`src/rtl/wb_commit_pkg.sv`:
```
// Shared sizing constants and small helpers for the writeback commit path.
// Imported by the interface, the result FIFO and the commit top.
package wb_commit_pkg;

    localparam int unsigned WB_DEPTH  = 32'd4;
    localparam int unsigned REG_IDX_W = 32'd5;
    localparam int unsigned XLEN      = 32'd32;

    // Both sources may enqueue together, so a source is ready only with two free slots.
    function automatic logic has_two_free(input int unsigned depth, input int unsigned cnt);
        return ((depth - cnt) >= 32'd2);
    endfunction

endpackage

```
`src/rtl/wb_commit_if.sv`:
```
// Result/commit bus between the execute units, wb_commit and the register file.
// The slave modport is the wb_commit side.
interface wb_commit_if #(
    parameter int unsigned DATA_W = wb_commit_pkg::XLEN,
    parameter int unsigned ADDR_W = wb_commit_pkg::REG_IDX_W
);
    logic              alu_valid;
    logic [ADDR_W-1:0] alu_rd;
    logic [DATA_W-1:0] alu_data;
    logic              alu_ready;
    logic              lsu_valid;
    logic [ADDR_W-1:0] lsu_rd;
    logic [DATA_W-1:0] lsu_data;
    logic              lsu_ready;
    logic [ADDR_W-1:0] commit_rd;
    logic [DATA_W-1:0] commit_data;
    logic              wb_empty;

    modport master (
        output alu_valid, alu_rd, alu_data, lsu_valid, lsu_rd, lsu_data,
        input  alu_ready, lsu_ready, commit_rd, commit_data, wb_empty
    );

    modport slave (
        input  alu_valid, alu_rd, alu_data, lsu_valid, lsu_rd, lsu_data,
        output alu_ready, lsu_ready, commit_rd, commit_data, wb_empty
    );
endinterface

```
`src/rtl/wb_commit_fifo.sv`:
```
// In-order result FIFO with two ordered enqueue slots (slot 0 ahead of slot 1)
// and a single dequeue; pointers wrap modulo DEPTH.
module wb_commit_fifo
    import wb_commit_pkg::*;
#(
    parameter  int unsigned DEPTH  = WB_DEPTH,
    parameter  int unsigned DATA_W = XLEN,
    parameter  int unsigned ADDR_W = REG_IDX_W,
    localparam int unsigned PTR_W  = $clog2(DEPTH),
    localparam int unsigned CNT_W  = $clog2(DEPTH + 1)
) (
    input  logic              clk,
    input  logic              rst,
    input  logic              en,
    input  logic              push0,
    input  logic [ADDR_W-1:0] rd0,
    input  logic [DATA_W-1:0] data0,
    input  logic              push1,
    input  logic [ADDR_W-1:0] rd1,
    input  logic [DATA_W-1:0] data1,
    input  logic              pop,
    output logic [ADDR_W-1:0] head_rd,
    output logic [DATA_W-1:0] head_data,
    output logic [CNT_W-1:0]  count,
    output logic [CNT_W-1:0]  count_next
);

    logic [ADDR_W-1:0] mem_rd_r   [DEPTH];
    logic [DATA_W-1:0] mem_data_r [DEPTH];
    logic [PTR_W-1:0]  head_r;
    logic [PTR_W-1:0]  tail_r;
    logic [CNT_W-1:0]  count_r;

    logic              wr_a_s;
    logic              wr_b_s;
    logic [ADDR_W-1:0] a_rd_s;
    logic [DATA_W-1:0] a_data_s;
    logic [CNT_W-1:0]  n_push_s;
    logic [CNT_W-1:0]  count_next_s;

    // Compact the two push slots so the first accepted result always lands at tail.
    always_comb begin
        wr_a_s   = push0 | push1;
        wr_b_s   = push0 & push1;
        n_push_s = CNT_W'(push0) + CNT_W'(push1);
        if (push0) begin
            a_rd_s   = rd0;
            a_data_s = data0;
        end else begin
            a_rd_s   = rd1;
            a_data_s = data1;
        end
        if (en) begin
            count_next_s = count_r + n_push_s - CNT_W'(pop);
        end else begin
            count_next_s = count_r;
        end
    end

    // Storage, pointers and occupancy; everything holds while en is low.
    always_ff @(posedge clk) begin
        if (rst) begin
            head_r  <= {PTR_W{1'b0}};
            tail_r  <= {PTR_W{1'b0}};
            count_r <= {CNT_W{1'b0}};
        end else if (en) begin
            if (wr_a_s) begin
                mem_rd_r[tail_r]   <= a_rd_s;
                mem_data_r[tail_r] <= a_data_s;
            end
            if (wr_b_s) begin
                mem_rd_r[tail_r + PTR_W'(1)]   <= rd1;
                mem_data_r[tail_r + PTR_W'(1)] <= data1;
            end
            tail_r  <= tail_r + PTR_W'(n_push_s);
            head_r  <= head_r + PTR_W'(pop);
            count_r <= count_next_s;
        end
    end

    assign head_rd    = mem_rd_r[head_r];
    assign head_data  = mem_data_r[head_r];
    assign count      = count_r;
    assign count_next = count_next_s;

endmodule

```
`src/rtl/wb_commit.sv`:
```
// Writeback producer: accepts SALU/LSU results, drops x0 writes, buffers them in
// order and drives one registered commit per cycle to the register file.
module wb_commit
    import wb_commit_pkg::*;
#(
    parameter  int unsigned DEPTH  = WB_DEPTH,
    parameter  int unsigned DATA_W = XLEN,
    parameter  int unsigned ADDR_W = REG_IDX_W,
    localparam int unsigned CNT_W  = $clog2(DEPTH + 1)
) (
    input  logic        clk,
    input  logic        rst,
    input  logic        rdy,
    wb_commit_if.slave  bus
);

    logic [CNT_W-1:0]  count_s;
    logic [CNT_W-1:0]  count_next_s;
    logic [ADDR_W-1:0] head_rd_s;
    logic [DATA_W-1:0] head_data_s;
    logic              alu_acc_s;
    logic              lsu_acc_s;
    logic              pop_s;
    logic [ADDR_W-1:0] commit_rd_next_s;

    logic [ADDR_W-1:0] commit_rd_r;
    logic [DATA_W-1:0] commit_data_r;
    logic              ready_r;
    logic              empty_r;

    // Acceptance uses the registered ready only; x0 results are swallowed here.
    always_comb begin
        alu_acc_s = bus.alu_valid & ready_r & rdy & (bus.alu_rd != {ADDR_W{1'b0}});
        lsu_acc_s = bus.lsu_valid & ready_r & rdy & (bus.lsu_rd != {ADDR_W{1'b0}});
        pop_s     = rdy & (count_s != {CNT_W{1'b0}});
        if (pop_s) begin
            commit_rd_next_s = head_rd_s;
        end else begin
            commit_rd_next_s = {ADDR_W{1'b0}};
        end
    end

    wb_commit_fifo #(
        .DEPTH  (DEPTH),
        .DATA_W (DATA_W),
        .ADDR_W (ADDR_W)
    ) u_fifo (
        .clk        (clk),
        .rst        (rst),
        .en         (rdy),
        .push0      (alu_acc_s),
        .rd0        (bus.alu_rd),
        .data0      (bus.alu_data),
        .push1      (lsu_acc_s),
        .rd1        (bus.lsu_rd),
        .data1      (bus.lsu_data),
        .pop        (pop_s),
        .head_rd    (head_rd_s),
        .head_data  (head_data_s),
        .count      (count_s),
        .count_next (count_next_s)
    );

    // Commit port plus ready/empty flags, all computed from next-state occupancy.
    always_ff @(posedge clk) begin
        if (rst) begin
            commit_rd_r   <= {ADDR_W{1'b0}};
            commit_data_r <= {DATA_W{1'b0}};
            ready_r       <= 1'b1;
            empty_r       <= 1'b1;
        end else if (rdy) begin
            commit_rd_r <= commit_rd_next_s;
            if (pop_s) begin
                commit_data_r <= head_data_s;
            end
            ready_r <= has_two_free(DEPTH, 32'(count_next_s));
            empty_r <= (count_next_s == {CNT_W{1'b0}}) && (commit_rd_next_s == {ADDR_W{1'b0}});
        end
    end

    assign bus.alu_ready   = ready_r;
    assign bus.lsu_ready   = ready_r;
    assign bus.commit_rd   = commit_rd_r;
    assign bus.commit_data = commit_data_r;
    assign bus.wb_empty    = empty_r;

endmodule

```
`src/flat_wrapper.sv`:
```
// flat-port wrapper written by rule: the top's interface ports become plain ports
module wb_commit_flat import wb_commit_pkg::*;
#(
    parameter  int unsigned DEPTH  = WB_DEPTH,
    parameter  int unsigned DATA_W = XLEN,
    parameter  int unsigned ADDR_W = REG_IDX_W,
    localparam int unsigned CNT_W  = $clog2(DEPTH + 1)
)
  (clk, rst, rdy, bus_alu_valid, bus_alu_rd, bus_alu_data, bus_lsu_valid, bus_lsu_rd, bus_lsu_data, bus_alu_ready, bus_lsu_ready, bus_commit_rd, bus_commit_data, bus_wb_empty);
  wb_commit_if #(.DATA_W(DATA_W), .ADDR_W(ADDR_W)) bus_i ();
  input  logic clk;
  input  logic rst;
  input  logic rdy;
  input wire logic [$bits(bus_i.alu_valid)-1:0] bus_alu_valid;
  input wire logic [$bits(bus_i.alu_rd)-1:0] bus_alu_rd;
  input wire logic [$bits(bus_i.alu_data)-1:0] bus_alu_data;
  input wire logic [$bits(bus_i.lsu_valid)-1:0] bus_lsu_valid;
  input wire logic [$bits(bus_i.lsu_rd)-1:0] bus_lsu_rd;
  input wire logic [$bits(bus_i.lsu_data)-1:0] bus_lsu_data;
  output wire logic [$bits(bus_i.alu_ready)-1:0] bus_alu_ready;
  output wire logic [$bits(bus_i.lsu_ready)-1:0] bus_lsu_ready;
  output wire logic [$bits(bus_i.commit_rd)-1:0] bus_commit_rd;
  output wire logic [$bits(bus_i.commit_data)-1:0] bus_commit_data;
  output wire logic [$bits(bus_i.wb_empty)-1:0] bus_wb_empty;
  assign bus_i.alu_valid = bus_alu_valid;
  assign bus_i.alu_rd = bus_alu_rd;
  assign bus_i.alu_data = bus_alu_data;
  assign bus_i.lsu_valid = bus_lsu_valid;
  assign bus_i.lsu_rd = bus_lsu_rd;
  assign bus_i.lsu_data = bus_lsu_data;
  assign bus_alu_ready = bus_i.alu_ready;
  assign bus_lsu_ready = bus_i.lsu_ready;
  assign bus_commit_rd = bus_i.commit_rd;
  assign bus_commit_data = bus_i.commit_data;
  assign bus_wb_empty = bus_i.wb_empty;
  wb_commit #(.DEPTH(DEPTH), .DATA_W(DATA_W), .ADDR_W(ADDR_W)) u_core (.clk(clk), .rst(rst), .rdy(rdy), .bus(bus_i));
endmodule
```
`config.mk`:
```
export PLATFORM = sky130hd
export DESIGN_NAME = wb_commit_flat
export DESIGN_NICKNAME = d
export VERILOG_FILES = /design/src/rtl/wb_commit_pkg.sv /design/src/rtl/wb_commit_if.sv /design/src/rtl/wb_commit_fifo.sv /design/src/rtl/wb_commit.sv /design/src/flat_wrapper.sv
export SDC_FILE = /design/constraint.sdc
export NUM_CORES = 1
export LEC_CHECK = 0
export ABC_AREA = 1
export ABC_CLOCK_PERIOD_IN_PS = 4890
export BUFFER_PORTS_ARGS = -buffer_cell sky130_fd_sc_hd__buf_2
export CAP_MARGIN = 15
export CELL_PAD_IN_SITES_DETAIL_PLACEMENT = 0
export CELL_PAD_IN_SITES_GLOBAL_PLACEMENT = 1
export CORE_UTILIZATION = 40
export CTS_CLUSTER_DIAMETER = 150
export DETAILED_ROUTE_END_ITERATION = 7
export HOLD_SLACK_MARGIN = 0.1
export PLACE_DENSITY_LB_ADDON = 0.05
export SLEW_MARGIN = 20
export SYNTH_ARGS = -nofsm -noshare
export SYNTH_HDL_FRONTEND = slang
export SYNTH_SLANG_ARGS = --single-unit
```
`constraint.sdc`:
```
create_clock -name clk -period 4.89 [get_ports clk]
set_clock_uncertainty 0.15 [all_clocks]
set_input_delay 0.7335 -clock clk [delete_from_list [all_inputs] [get_ports clk]]
set_output_delay 0.7335 -clock clk [all_outputs]
set_load 0.01 [all_outputs]
```
## After elaboration in Yosys (flattened, before gate mapping)

Memory sizes are Yosys's and may differ from the RTL's. A register that Yosys moved wholly into a read port is not among the register bits.
Index checks and enable logic that the tools add are counted.

- Add/sub/neg operators: 7
- Order comparisons: 1
- Muxes and demuxes: 14
- Bitwise operators: 9
- Reduce and logical (&&, ||, !) cells: 7

Operator list:

| cell | number |
|---|---|
| $ge 32x2->1 const B | 1 |
| $mux 32 | 1 |
| $mux 5 | 2 |
| $reduce_bool 5->1 | 2 |
| $and 1x1->1 | 8 |
| $mux 1 | 8 |
| $logic_not 5->1 | 1 |
| $mux 2 | 2 |
| $sub 3x3->4 const A | 1 |
| $add 3x2->3 | 1 |
| $logic_not 3->1 | 1 |
| $mux 3 | 1 |
| $reduce_bool 3->1 | 1 |
| $sub 3x1->3 | 1 |
| $add 1x1->2 | 1 |
| $add 2x1->2 | 1 |
| $add 2x1->2 const B | 1 |
| $add 2x2->2 | 1 |
| $reduce_and 2->1 | 1 |
| $logic_and 1x1->1 | 1 |
| $or 1x1->1 | 1 |

- Register bits after elaboration: 14
- RAM bits: 148
- Input port bits: 79
- Output and inout bits: 40
- Word-level logic and storage cells: 46
- Memories kept: 2

Memories:

| memory | depth | width | rd ports | clocked after Yosys merged registers in | wr ports | line | source |
|---|---|---|---|---|---|---|---|
| u_core.u_fifo.mem_data_r | 4 | 32 | 1 | 1 | 2 | wb_commit_fifo.sv:29 | `logic [DATA_W-1:0] mem_data_r [DEPTH];` |
| u_core.u_fifo.mem_rd_r | 4 | 5 | 1 | 1 | 2 | wb_commit_fifo.sv:28 | `logic [ADDR_W-1:0] mem_rd_r [DEPTH];` |

## Logic depth before layout (Yosys ltp)

Gate-level depths: netlist of run 1.

- Depth after elaboration: 9
- Mapped depth: 25
- Depth with buffers taken out: 23

## Hierarchy

Synthesis of run 1 repeated with hierarchy kept, for this count alone.

- Cells, all modules: 1,049
- Area total of the unflattened synthesis: 9,634.2 µm²

By module, submodules not included:

| module | instances | cells each | area each (µm²) | sequential area each (µm²) |
|---|---|---|---|---|
| wb_commit_fifo | 1 | 849 | 8,069.0 | 4,624.4 |
| wb_commit | 1 | 200 | 1,565.3 | 780.7 |

## Least setup slack after synthesis of run 1

No wires, ideal clock.

- Kind: input to register
- Start: input port rdy
- End: memory u_core.u_fifo.mem_data_r[0][0] (netlist name) (enable)
- Setup time: 483 ps
- Arrival time: 4,236 ps
- Data required time: 4,257 ps
- Path slack: 21 ps
- Stages: 9
- Path buffers: 2
- Cells stage by stage: inv_2 nor2_1 nand2_1 buf_4 buf_6 ha_1 nor2_1 nand2_1 o21ai_0

RTL lines:

| item | line | source |
|---|---|---|
| start: declaration | flat_wrapper.sv:13 | `input logic rdy;` |
| end: declaration | wb_commit_fifo.sv:29 |  |

## Worst setup path after layout of run 1

- Start: input port bus_lsu_rd[2]
- End: register u_core.ready_r, in the netlist u_core.bus.alu_ready

- Word-level cells in the longest chain between the ends: 8

RTL lines:

| item | line | source |
|---|---|---|
| start: declaration | flat_wrapper.sv:18 | `input wire logic [$bits(bus_i.lsu_rd)-1:0] bus_lsu_rd;` |
| $reduce_bool 5->1 | wb_commit.sv:34 | `lsu_acc_s = bus.lsu_valid & ready_r & rdy & (bus.lsu_rd != {ADDR_W{1'b0}});` |
| $and 1x1->1 | wb_commit.sv:34 |  |
| $add 1x1->2 | wb_commit_fifo.sv:45 | `n_push_s = CNT_W'(push0) + CNT_W'(push1);` |
| $add 3x2->3 | wb_commit_fifo.sv:54 | `count_next_s = count_r + n_push_s - CNT_W'(pop);` |
| $sub 3x1->3 | wb_commit_fifo.sv:54 |  |
| $mux 3 | wb_commit_fifo.sv:53 | `if (en) begin` |
| named net u_core.count_next_s[1] | wb_commit.sv:18 | `logic [CNT_W-1:0] count_next_s;` |
| $sub 3x3->4 | wb_commit_pkg.sv:11 | `return ((depth - cnt) >= 32'd2);` |
| $ge 32x2->1 | wb_commit_pkg.sv:11 |  |
| end signal: assignment | wb_commit.sv:76 | `ready_r <= has_two_free(DEPTH, 32'(count_next_s));` |
| end: declaration | wb_commit.sv:28 | `logic ready_r;` |

The timed path passes the listed nets, and every way through them passes these cells.
A chain may end at the register's enable or synchronous reset.

==> run metrics, run 1 <==
reported leakage power 0.00415 uW; Worst R2R Setup Slack 1720 ps; weighted congestion at the end of routability-driven global placement 0.759; maximum level of the CTS H-tree 4; total iterations of the first detailed-routing run 5; clock sinks 196; Async S/R FF share, synth 0; Final Hold Vio Count 0; final sum of negative setup slack 0 ps; largest net degree at the start of global routing 76; required time at the endpoint of the critical path 5070 ps; count of unique library cells instantiated by Yosys 25; actual transition at the worst max-transition pin 842 ps; PnR Total Power 4050 uW; kind of cell adding the most delay to the critical path adder cells; clock buffers created by TritonCTS 17; Worst Reg-to-Reg Cells 21; Initial Utilization 0.406; Max-slew headroom 0.438; nature of the critical path startpoint input port; areal power density over the cells 367 mW/mm^2; number of remaining DRC errors 0; number of enable flip-flop cells after synthesis 148; via count of the first global-routing pass 7,088; most common cell after layout, fill and taps aside sky130_fd_sc_hd__o21ai_0; total vias in the final route 7,587; area overhead of the layout relative to synthesis 16.0%; reg-to-reg critical path startpoint u_core.bus.alu_ready; WP buf/inv 6; TritonCTS clock tree built; number of port buffers 118; count of state elements after synthesis 196; maximum ir drop on the vdd rail 0.000276 V; first-pass GRT wire length 39,900 um; Most used DFF post-synth sky130_fd_sc_hd__edfxtp_1; PostCTS Resize Cnt 0; post-synthesis instance total 1,106; height of the die 156 um; ports placed on the boundary 119; global-route congestion overflow total 0; Diodes inserted 0; ratio of routed vias to standard cells 5.00; total count of max-transition violations in the final report 0; Yosys Warn Count 0; # hold bufs at CTS 0; worst-path maximum fanout 6; Max-Cap Viols 0; total of fill cells in the finished design 2,339; Setup Crit Path Kind in -> reg; clock transition at the registers of the reported paths 80 ps; total number of nets in the final design 1,276; sequential-to-total area share from yosys stat 0.569; cell area after technology mapping 0.00950 mm^2; critical path, cell by cell buf_2, nor3_1, nand3_1, nand4_1, inv_1, ha_1, inv_1, ha_1, inv_1, ha_1, inv_1, fa_1, nand2_1, o21a_1, inv_1, ha_1, ha_1, nand2_1, nor2_1, nand2_1, nand2_1, nand2_1; Antenna Nets Post-Route 0; worst stage delay on the critical path 400 ps; worst-skew pair later-pin latency 430 ps; die width 156 um; Data arrival, critical path 3650 ps; wire length per cell after detailed routing 16.5 um; share of the clock period used by the worst path after layout 0.710; Syn Nets 1,196; number of standard cells in the final layout excluding fillers 1,518; Hold Path Depth 2; GRT Overall Usage 0.217; CP Launch Point bus_lsu_rd[2]; Hold Crit Endpoint u_core.bus.commit_rd[0]; final setup violation count 0; Rows 56; min cycle time layout 3470 ps; Max Clock Freq 0.288 GHz; worst hold path class reg -> reg; Post-Route Hold Slack 316 ps; Root Driver sky130_fd_sc_hd__clkbuf_16; share of cells above drive strength 1 0.150; nature of the critical path endpoint flop; Synth Area per Inst 8.59 um^2; master of the slowest instance on the critical path sky130_fd_sc_hd__fa_1; R2R Path End u_core.bus.alu_ready; detailed placer's ending HPWL 14,500 um; number of DRC violations after detailed-routing iteration 0 632; setup repair after global routing missed its margin false; most used cells in the layout excluding fill and tap cells sky130_fd_sc_hd__o21ai_0, sky130_fd_sc_hd__nand2_1, sky130_fd_sc_hd__edfxtp_1; total core area 0.0234 mm^2; initial antenna violation count 0; Post-CTS Setup Repair Bufs 0; run status complete, no violations; Detailed Route WL 25,000 um; dpl cells 1,486; start point of the worst hold path u_core.bus.commit_rd[0]; area enclosed by the die boundary 0.0244 mm^2; buffer depth of the longest clock path 2
## synth_stat cells, types with 2 or more instances
library cell | count | area, um^2
sky130_fd_sc_hd__clkbuf_1 | 32 | 120
sky130_fd_sc_hd__nand3_1 | 12 | 60.1
sky130_fd_sc_hd__nand2_1 | 240 | 901
sky130_fd_sc_hd__nand4_1 | 2 | 12.5
sky130_fd_sc_hd__buf_4 | 2 | 15.0
sky130_fd_sc_hd__a31oi_1 | 32 | 200
sky130_fd_sc_hd__buf_1 | 2 | 7.51
sky130_fd_sc_hd__o21ai_0 | 255 | 1280
sky130_fd_sc_hd__ha_1 | 10 | 125
sky130_fd_sc_hd__a21oi_1 | 12 | 60.1
sky130_fd_sc_hd__clkbuf_2 | 6 | 30.0
sky130_fd_sc_hd__nor2_2 | 4 | 25.0
sky130_fd_sc_hd__edfxtp_1 | 148 | 4440
sky130_fd_sc_hd__clkinv_1 | 2 | 7.51
sky130_fd_sc_hd__buf_2 | 27 | 135
sky130_fd_sc_hd__o21ai_1 | 37 | 185
sky130_fd_sc_hd__buf_6 | 4 | 45.0
sky130_fd_sc_hd__nor2_1 | 147 | 552
sky130_fd_sc_hd__dfxtp_1 | 48 | 961
sky130_fd_sc_hd__inv_1 | 79 | 297
## power breakdown
group          internal, uW  switching [uW]
Sequential             1890            45.7
Clock                   895             647
Combinational           194             379
## cell families after synthesis
group | Yosys count | synth area share
compound gates | 338 | 0.183
flops | 196 | 0.569
buf+inv | 155 | 0.0695
simple gates | 406 | 0.164
fa+ha+maj | 11 | 0.0153
## layout make-up
class | instances | area, um^2 | area share
Sequential cell | 196 | 5410 | 0.490
Inverter | 82 | 310 | 0.0281
Multi-Input combinational cell | 755 | 3510 | 0.319
Clock buffer | 19 | 453 | 0.0411
Tap cell | 319 | 399 | 0.0362
Timing Repair Buffer | 134 | 748 | 0.0679
Clock inverter | 13 | 195 | 0.0177
## worst register-to-register path, delay by kind of cell, from the launching register on
kind	cells	cell delay [ps]
and+or+nand+nor	9	630
DFF	1	410
buffers and inverters	5	280
AOI/OAI and AO/OA	1	150
adders and majority gates	6	1450
## layer usage
layer	vias to the layer above	share of wire	track usage
met5	-	0	0
met4	0	0.0080	0.0439
met3	20	0.043	0.0322
met2	171	0.48	0.367
met1	3491	0.47	0.295
li1	3905	-	-
## metrics by stage
step | cell area [um^2] | util | setup WS, ps
floorplan | 9500 | - | 21.0
global placement | 10400 | 0.443 | 966
detailed placement | 10400 | 0.443 | 930
CTS | 11000 | 0.471 | 1400
global route | 11000 | 0.471 | 1160
finish | 11000 | 0.471 | 1420
## flip-flops by register name, indices dropped and copies added (netlist names), named ones only
| name | cells |
|---|---|
| u_core.u_fifo.mem_data_r | 128 |
| u_core.bus.commit_data | 32 |
| u_core.u_fifo.mem_rd_r | 20 |
| u_core.bus.commit_rd | 5 |
| u_core.u_fifo.count | 3 |
| u_core.u_fifo.head_r | 2 |
| u_core.u_fifo.tail_r | 2 |
| u_core.bus.alu_ready | 1 |
| u_core.bus.wb_empty | 1 |
## worst max-delay path by stage
| stage | end | cells past startpoint |
|---|---|---|
| floorplan | u_core.u_fifo.mem_data_r[0][0] | 9 |
| global placement | u_core.bus.alu_ready | 22 |
| detailed placement | u_core.bus.alu_ready | 22 |
| CTS | u_core.bus.alu_ready | 22 |
| global route | u_core.bus.alu_ready | 22 |
| finish | u_core.bus.alu_ready | 22 |
Note: power is estimated with default switching activity, not from simulation.
==> run 2: changes to the inputs <==
ABC_CLOCK_PERIOD_IN_PS = 3400   (was 4890)
CORE_UTILIZATION = 44   (was 40)
clock period = 3.4 ns   (was 4.89 ns; I/O delays follow)
==> run metrics, run 2 (synthesis results as in run 1) <==
clock sinks 196 (unchanged); # hold bufs at CTS 0 (unchanged); maximum ir drop on the vdd rail 0.000306 V (+11%); clock transition at the registers of the reported paths 80 ps (about the same); initial antenna violation count 0 (unchanged); area enclosed by the die boundary 0.0222 mm^2 (-9.0%); share of cells above drive strength 1 0.173 (+0.0234); buffer depth of the longest clock path 2 (unchanged); total core area 0.0211 mm^2 (-9.9%); Diodes inserted 0 (unchanged); total count of max-transition violations in the final report 0 (unchanged); reported leakage power 0.00424 uW (+2.2%); total number of nets in the final design 1,299 (+1.8%); nature of the critical path endpoint flop; Post-Route Hold Slack 237 ps (-78.9 ps); most common cell after layout, fill and taps aside sky130_fd_sc_hd__o21ai_0; number of remaining DRC errors 0 (unchanged); total vias in the final route 7,569 (-0.24%); Rows 53 (-5.4%); worst-skew pair later-pin latency 440 ps (about the same); Max-Cap Viols 0 (unchanged); clock buffers created by TritonCTS 17 (unchanged); dominant cell type by count on the critical path sky130_fd_sc_hd__nand2_1; first-pass GRT wire length 38,600 um (-3.5%); actual transition at the worst max-transition pin 873 ps (+31.0 ps); critical path, cell by cell buf_2, nor3_2, nand3_2, nand4_1, inv_2, ha_4, inv_1, ha_1, inv_1, ha_2, inv_2, fa_1, nand2_1, o21a_1, inv_2, ha_4, ha_4, nand2_1, nor2_1, nand2_1, nand2_1, nand2_1; GRT Overall Usage 0.229 (+0.0114); Max Clock Freq 0.315 GHz; total iterations of the first detailed-routing run 5 (unchanged); Cell Area, Placed 0.0105 mm^2 (+1.1%); Data arrival, critical path 3360 ps (-290 ps); number of port buffers 118 (unchanged); area overhead of the layout relative to synthesis 17.3%; die width 149 um (-4.6%); ports placed on the boundary 119 (unchanged); min cycle time layout 3180 ps; number of DRC violations after detailed-routing iteration 0 379 (-40%); worst hold path class in -> reg; run status complete, no violations; wire length per cell after detailed routing 16.0 um (-2.7%); final instance area 0.0111 mm^2 (+1.1%); height of the die 149 um (-4.6%); Final Hold Vio Count 0 (unchanged); most used cells in the layout excluding fill and tap cells sky130_fd_sc_hd__o21ai_0, sky130_fd_sc_hd__nand2_1, sky130_fd_sc_hd__edfxtp_1; largest net degree at the start of global routing 76 (unchanged); detailed placer's ending HPWL 14,500 um (-0.36%); Setup Crit Path Kind in -> reg; Antenna Nets Post-Route 0 (unchanged); worst-path maximum fanout 2 (-4); required time at the endpoint of the critical path 3580 ps (-1490 ps); weighted congestion at the end of routability-driven global placement 0.796 (+4.8%); master of the slowest instance on the critical path sky130_fd_sc_hd__fa_1; nature of the critical path startpoint input port; share of the clock period used by the worst path after layout 0.935; Initial Utilization 0.451 (+0.0446); Detailed Route WL 24,000 um (-4.1%); Root Driver sky130_fd_sc_hd__clkbuf_16; max FFs per register 128 (unchanged); register name with the most flops u_core.u_fifo.mem_data_r; final setup violation count 0 (unchanged); final design utilization 0.528 (+0.0573); via count of the first global-routing pass 6,978 (-1.6%); final sum of negative setup slack 0 ps (unchanged); worst stage delay on the critical path 430 ps (+30 ps); areal power density over the cells 512 mW/mm^2 (+39%); maximum level of the CTS H-tree 4 (unchanged); Max-slew headroom 0.417 (-0.0214); PnR Total Power 5710 uW (+41%); global-route congestion overflow total 0 (unchanged); ratio of routed vias to standard cells 5.06 (+1.2%); TritonCTS clock tree built
-- run 2: worst max-delay path, delay by kind of cell --
family / cells / cell delay, ps
buffers and inverters: 6 / 360
adder cells (fa/ha/maj): 6 / 1520
AND/OR/NAND/NOR: 9 / 840
AO/OA/AOI/OAI: 1 / 150
-- run 2: repair_timing --
action	in CTS	in global routing
setup endpoints to repair	0	1
hold endpoints to repair	0	0
resized for setup	0	10
buffers inserted	0	0
-- run 2: stage by stage --
| step | setup slack (ps) | cells |
|---|---|---|
| global placement | -227 | 1465 |
| finish | 222 | 1497 |
| CTS | 179 | 1497 |
| floorplan | -242 | 1106 |
| detailed placement | -282 | 1465 |
| global route | -0.215 | 1497 |
-- run 2: final cells by class --
type	count	area, um^2
Clock buffer	17	425
Clock inverter	15	174
Tap cell	275	344
Multi-Input combinational cell	755	3560
Timing Repair Buffer	157	921
Sequential cell	196	5410
Inverter	82	309
Fill cell	1996	9940
-- run 2: metal layers --
| layer | GRT usage | wire length, um | up-vias |
|---|---|---|---|
| li1 | - | - | 3950 |
| met3 | 0.0333 | 882 | 15 |
| met5 | 0 | 0 | - |
| met4 | 0.0556 | 233 | 0 |
| met2 | 0.381 | 11600 | 150 |
| met1 | 0.312 | 11400 | 3454 |
-- run 2: report_power, final --
part | switching, uW | internal, uW | total, uW
combinational | 556 | 310 | 866
clock | 999 | 1060 | 2060
sequential | 64.5 | 2720 | 2780
total | 1620 | 4090 | 5710
-- run 2: worst paths after layout --
| path | cells after the start | end | slack [ps] | from |
|---|---|---|---|---|
| setup reg to reg | 21 | u_core.bus.alu_ready | 310 | u_core.bus.alu_ready |
| setup / recovery | 22 | u_core.bus.alu_ready | 220 | bus_lsu_rd[4] |
| hold / removal | 2 | u_core.bus.commit_rd[3] | 240 | rst |
| hold reg to reg | 2 | u_core.bus.commit_rd[2] | 320 | u_core.bus.commit_rd[2] |
